==> src/rtl/ctu_tsr_ctl.sv <==
// Temperature-sensor sequencer: powers the sensor, waits for it to settle, steps a single-slope
// DAC ramp and captures the first code at which the synchronised comparator trips.
module ctu_tsr_ctl #(
  parameter int CNT_W      = 8,
  parameter int SETTLE_CYC = 64,
  parameter int STEP_CYC   = 4,
  parameter int PERIOD_W   = 16
) (
  input  logic                jbus_clk,
  input  logic                rst,
  input  logic                csr_start,
  input  logic                csr_en,
  input  logic [PERIOD_W-1:0] csr_period,
  input  logic                csr_ovf_clr,
  input  logic                tsr_cmp,
  output logic                tsr_pwr_en,
  output logic [CNT_W-1:0]    tsr_dac,
  output logic                tsr_busy,
  output logic [CNT_W-1:0]    tsr_data,
  output logic                tsr_vld,
  output logic                tsr_ovf
);

  localparam int WAIT_MAX = (SETTLE_CYC > STEP_CYC) ? SETTLE_CYC : STEP_CYC;
  localparam int WAIT_W   = $clog2(WAIT_MAX + 1);

  localparam logic [WAIT_W-1:0]   SETTLE_LAST = WAIT_W'(SETTLE_CYC - 1);
  localparam logic [WAIT_W-1:0]   STEP_LAST   = WAIT_W'(STEP_CYC - 1);
  localparam logic [WAIT_W-1:0]   WAIT_ONE    = WAIT_W'(1);
  localparam logic [CNT_W-1:0]    DAC_FULL    = '1;
  localparam logic [CNT_W-1:0]    DAC_ONE     = CNT_W'(1);
  localparam logic [PERIOD_W-1:0] PER_ONE     = PERIOD_W'(1);

  typedef enum logic [1:0] {
    ST_IDLE,
    ST_SETTLE,
    ST_RAMP,
    ST_DONE
  } state_e;

  state_e              state_q, state_d;
  logic [WAIT_W-1:0]   wait_q, wait_d;
  logic [CNT_W-1:0]    dac_q, dac_d;
  logic [CNT_W-1:0]    data_q, data_d;
  logic [PERIOD_W-1:0] tmr_q, tmr_d;
  logic                pend_q, pend_d;
  logic                ovf_q, ovf_d;
  logic                cmp_meta_q, cmp_s_q;
  logic                tick;
  logic                trig;
  logic                ovf_set;

  always_ff @(posedge jbus_clk or posedge rst) begin
    if (rst) begin
      cmp_meta_q <= 1'b0;
      cmp_s_q    <= 1'b0;
    end else begin
      cmp_meta_q <= tsr_cmp;
      cmp_s_q    <= cmp_meta_q;
    end
  end

  // The count may sit above a freshly lowered period; it then wraps through full scale.
  always_comb begin
    tick  = 1'b0;
    tmr_d = '0;
    if (csr_en && (csr_period != '0)) begin
      if (tmr_q == (csr_period - PER_ONE)) begin
        tick = 1'b1;
      end else begin
        tmr_d = tmr_q + PER_ONE;
      end
    end
  end

  assign trig = csr_start | tick;

  always_comb begin
    state_d = state_q;
    wait_d  = wait_q;
    dac_d   = dac_q;
    data_d  = data_q;
    pend_d  = pend_q;
    ovf_set = 1'b0;
    case (state_q)
      ST_IDLE: begin
        if (trig || pend_q) begin
          state_d = ST_SETTLE;
          wait_d  = '0;
          dac_d   = '0;
          pend_d  = 1'b0;
        end
      end
      ST_SETTLE: begin
        if (wait_q == SETTLE_LAST) begin
          state_d = ST_RAMP;
          wait_d  = '0;
        end else begin
          wait_d = wait_q + WAIT_ONE;
        end
      end
      ST_RAMP: begin
        if (wait_q == STEP_LAST) begin
          wait_d = '0;
          if (cmp_s_q) begin
            data_d  = dac_q;
            state_d = ST_DONE;
          end else if (dac_q == DAC_FULL) begin
            data_d  = DAC_FULL;
            ovf_set = 1'b1;
            state_d = ST_DONE;
          end else begin
            dac_d = dac_q + DAC_ONE;
          end
        end else begin
          wait_d = wait_q + WAIT_ONE;
        end
      end
      ST_DONE: begin
        state_d = ST_IDLE;
        dac_d   = '0;
      end
      default: begin
        state_d = ST_IDLE;
        dac_d   = '0;
      end
    endcase
    // Any number of triggers while busy collapse into a single follow-up conversion.
    if ((state_q != ST_IDLE) && trig) begin
      pend_d = 1'b1;
    end
  end

  assign ovf_d = ovf_set | (ovf_q & ~csr_ovf_clr);

  always_ff @(posedge jbus_clk or posedge rst) begin
    if (rst) begin
      state_q <= ST_IDLE;
      wait_q  <= '0;
      dac_q   <= '0;
      data_q  <= '0;
      tmr_q   <= '0;
      pend_q  <= 1'b0;
      ovf_q   <= 1'b0;
    end else begin
      state_q <= state_d;
      wait_q  <= wait_d;
      dac_q   <= dac_d;
      data_q  <= data_d;
      tmr_q   <= tmr_d;
      pend_q  <= pend_d;
      ovf_q   <= ovf_d;
    end
  end

  assign tsr_busy   = (state_q != ST_IDLE);
  assign tsr_pwr_en = (state_q != ST_IDLE);
  assign tsr_vld    = (state_q == ST_DONE);
  assign tsr_dac    = dac_q;
  assign tsr_data   = data_q;
  assign tsr_ovf    = ovf_q;

endmodule

==> config.mk <==
export PLATFORM = sky130hd
export DESIGN_NAME = ctu_tsr_ctl
export DESIGN_NICKNAME = d
export VERILOG_FILES = /design/src/rtl/ctu_tsr_ctl.sv
export SDC_FILE = /design/constraint.sdc
export NUM_CORES = 1
export LEC_CHECK = 0
export ABC_AREA = 0
export CORE_UTILIZATION = 45
export CTS_BUF_LIST = sky130_fd_sc_hd__clkbuf_4
export CTS_CLUSTER_DIAMETER = 100
export CTS_CLUSTER_SIZE = 8
export DETAILED_ROUTE_END_ITERATION = 16
export PLACE_DENSITY = 0.7
export SKIP_LAST_GASP = 1
export SLEW_MARGIN = 10
export SYNTH_ARGS = -nofsm -noshare
export SYNTH_HDL_FRONTEND = slang
export SYNTH_SLANG_ARGS = --single-unit
==> constraint.sdc <==
create_clock -name jbus_clk -period 6.57 [get_ports jbus_clk]
set_clock_uncertainty 0.05 [all_clocks]
set_input_delay 1.6425 -clock jbus_clk [delete_from_list [all_inputs] [get_ports jbus_clk]]
set_output_delay 1.6425 -clock jbus_clk [all_outputs]
set_load 0.02 [all_outputs]
==> impl_metrics.py <==
metrics = {
    "cells_and_area": {
        "utilization": 0.552,
        "final_cell_mix": "45 x dfrtp_1, 41 x clkdlybuf4s50_1, 39 x nor2_1, 35 x nand2_1, 20 x nand3_1",
        "syn_to_final_growth_pct": 18.0,
        "fin_nets": 409,
        "fillers": 602,
        "drive_above_1_share": 0.0582,
        "layout_commonest_cell": "dfrtp_1",
        "diodes": 0,
        "seq_area_sq_um": 1130,
        "multi_input_area_sq_um": 1720,
    },
    "drt": {
        "via_count": 2673,
        "viasPerCell": 5.87,
        "drtIter0Drc": 139,
        "totalWireLength_um": 6850,
        "wire_per_inst_um": 15.1,
        "drt_first_pass_iters": 5,
        "drc": 0,
        "antenna_left": 0,
    },
    "setup_path": {
        "r2r_start": "tmr_q[2]$_DFF_PP0_",
        "cp_data_arrival_time_ns": 5.15,
        "critPathMaxFanout": 18,
        "critPathLaunchType": "primary input",
        "critPathKind": "primary input to register",
        "crit_start": "csr_period[3]",
        "end_kind": "register",
        "crit_required_ns": 6.77,
    },
    "synthesis": {
        "synth_edf_count": 0,
        "synth_cell_types": 52,
        "syn_inst": 340,
        "syn-mean-instance-area_sq_um": 8.78,
        "yosysWarnings": 0,
        "yosysSeqAreaShare": 0.377,
        "synth_area_sq_um": 2990,
        "ys_async_sr_fraction": 1.00,
        "syn-num-nets": 372,
        "ys_ff_latch": 45,
        "ys.flop_type": "dfrtp_1",
    },
    "die": {
        "die_h_um": 83.5,
        "dieArea_sq_um": 6960,
        "io_pins": 42,
        "start_util": 0.467,
        "core_area_sq_um": 6390,
        "rows": 29,
        "die_w_um": 83.5,
    },
    "power": {
        "p_comb_frac": 0.467,
        "finalPower_mw": 1.00,
        "p_leak_nw": 1.45,
        "pwr-share-seq": 0.357,
        "internal_power_mw": 0.595,
        "swShare": 0.408,
        "power.density_nw_per_um2": 285,
        "p_clk_frac": 0.176,
        "p_switching_mw": 0.410,
        "worst_ir_drop_vdd_mv": 0.198,
    },
    "min_path": {
        "hold_path_class": "register to register",
        "min_from": "cmp_meta_q$_DFF_PP0_",
    },
    "job": {
        "drv_cap": 0,
    },
    "global_routing": {
        "antenna_found_initial": 0,
        "first_global_vias": 2551,
        "gr-total-overflow": 0,
        "grt_pass1_wl_um": 11700,
        "grt_max_degree": 46,
        "grt_use_total": 0.205,
    },
    "sta": {
        "setup_viol": 0,
        "rsz0062_at_grt": "false",
        "max_freq_mhz": 202,
        "final.setup.worst_slack_ns": 1.62,
        "finalCritPeriodShare": 0.753,
        "relSlewSlack": 0.394,
        "min_period_ns": 4.95,
        "fin_setup_tns_ns": 0,
        "drv_slew": 0,
        "worst_slew_pin_slew_ns": 0.906,
        "hold_viol": 0,
    },
    "clock_network": {
        "clk_pin_slew_worst_paths_ns": 0.14,
        "cts.sink_count": 45,
        "ctsResizeCount": 0,
        "cts-hold-fix-buffers": 0,
        "cts_tree": "built",
        "cts_max_level": 2,
        "cts_setup_buffers": 0,
        "root_buffer": "clkbuf_4",
        "cts_buffers": 5,
        "ctsLongestPathBuffers": 2,
        "clock_latency_ns": 0.36,
    },
    "placement": {
        "routabilityCongestion": 0.842,
        "dp_hpwl_um": 4980,
        "io_buffers": 41,
        "pre_cts_slack_ns": 1.25,
    },
    "status": {
        "status": "finished clean",
    },
}
==> power groups by stage <==
stage               Sequential (mW)  Combinational, mW  Clock, mW
floorplan                     0.390              0.288          0
global placement              0.362              0.455          0
detailed placement            0.365              0.467          0
CTS                           0.360              0.468      0.183
global route                  0.364              0.520      0.195
finish                        0.358              0.469      0.177
==> through the flow <==
stage / area (sq um) / hold slack (ns) / std cells
floorplan: 2990 / 0.281 / 340
global placement: 3440 / 0.283 / 447
detailed placement: 3440 / 0.296 / 447
CTS: 3520 / 0.329 / 455
global route: 3520 / 0.336 / 455
finish: 3520 / 0.325 / 455
==> cell usage after synthesis, types with 2 or more instances <==
master,number,share of area
or2_2,3,0.0063
o211ai_1,18,0.045
nand2b_1,6,0.013
nor2_1,39,0.049
nor4_1,3,0.0063
o41ai_2,4,0.022
o31ai_1,3,0.0075
nand2_1,35,0.044
nor3b_1,3,0.0075
clkbuf_1,6,0.0075
nor3_1,5,0.0084
mux2i_1,4,0.013
dfrtp_1,45,0.38
o21ai_0,5,0.0084
buf_2,3,0.0050
ha_1,10,0.042
o21a_1,2,0.0050
or4_1,7,0.018
a41oi_1,2,0.0059
nand3b_1,4,0.010
xnor2_1,12,0.035
nand4_1,5,0.010
a31oi_1,12,0.025
or3_1,6,0.013
and2_1,3,0.0063
a211oi_1,2,0.0050
and3_1,7,0.015
inv_1,20,0.025
nor4_2,2,0.0084
a21oi_1,6,0.010
nand3_1,20,0.034
xor2_1,18,0.053
==> sequential cells by signal, indices dropped and copies added (netlist names) <==
| name | count |
|---|---|
| cmp_meta_q | 1 |
| pend_q | 1 |
| tmr_q | 16 |
| tsr_data | 8 |
| cmp_s_q | 1 |
| tsr_ovf | 1 |
| wait_q | 7 |
| state_q | 2 |
| tsr_dac | 8 |
==> kinds of logic (layout without fill, tap and decap cells) <==
logic type | count (synthesis) | count (layout) | synth area share
buffers and inverters | 32 | 70 | 0.0453
AOI/OAI and AO/OA | 65 | 65 | 0.167
DFF | 45 | 45 | 0.377
and+or+nand+nor | 152 | 152 | 0.259
muxes | 6 | 6 | 0.0222
adders and majority gates | 10 | 10 | 0.0419
xor gates and xnor gates | 30 | 30 | 0.0880
==> cell type report <==
class	count	area share
clock buffer	6	0.0128
tap	77	0.0273
multi-input combinational	263	0.489
sequential	45	0.320
timing repair buffer	42	0.119
inverter	20	0.0213
clock inverter	2	0.0110
==> worst max-delay path, cell delays in order <==
cell	delay, ns
clkdlybuf4s50_1	0.54
or4_1	0.59
or4_4	0.57
nor4_2	0.26
a211oi_1	0.07
or4_1	0.79
o22a_4	0.38
o41ai_2	0.32
==> per-layer routing <==
metal | share of wire | vias up | track usage | wire [um]
met1 | 0.44 | 1294 | 0.264 | 3020
met3 | 0.043 | 12 | 0.0356 | 298
li1 | - | 1294 | - | -
met5 | 0 | - | 0 | 0
met2 | 0.50 | 73 | 0.354 | 3400
met4 | 0.019 | 0 | 0.0647 | 131
==> final timing paths <==
kind                                         end  slack (ns)  cells after the start
setup / recovery           wait_q[3]$_DFFE_PP0P_        1.62                      8
hold / removal                 cmp_s_q$_DFF_PP0_        0.33                      0
hold reg to reg                cmp_s_q$_DFF_PP0_        0.33                      0
setup reg to reg           wait_q[3]$_DFFE_PP0P_        3.43                      7
max in group asynchronous  wait_q[5]$_DFFE_PP0P_        4.40                      3
min in group asynchronous     tmr_q[4]$_DFF_PP0_        1.65                      3
(Power assumes the default switching activity.)
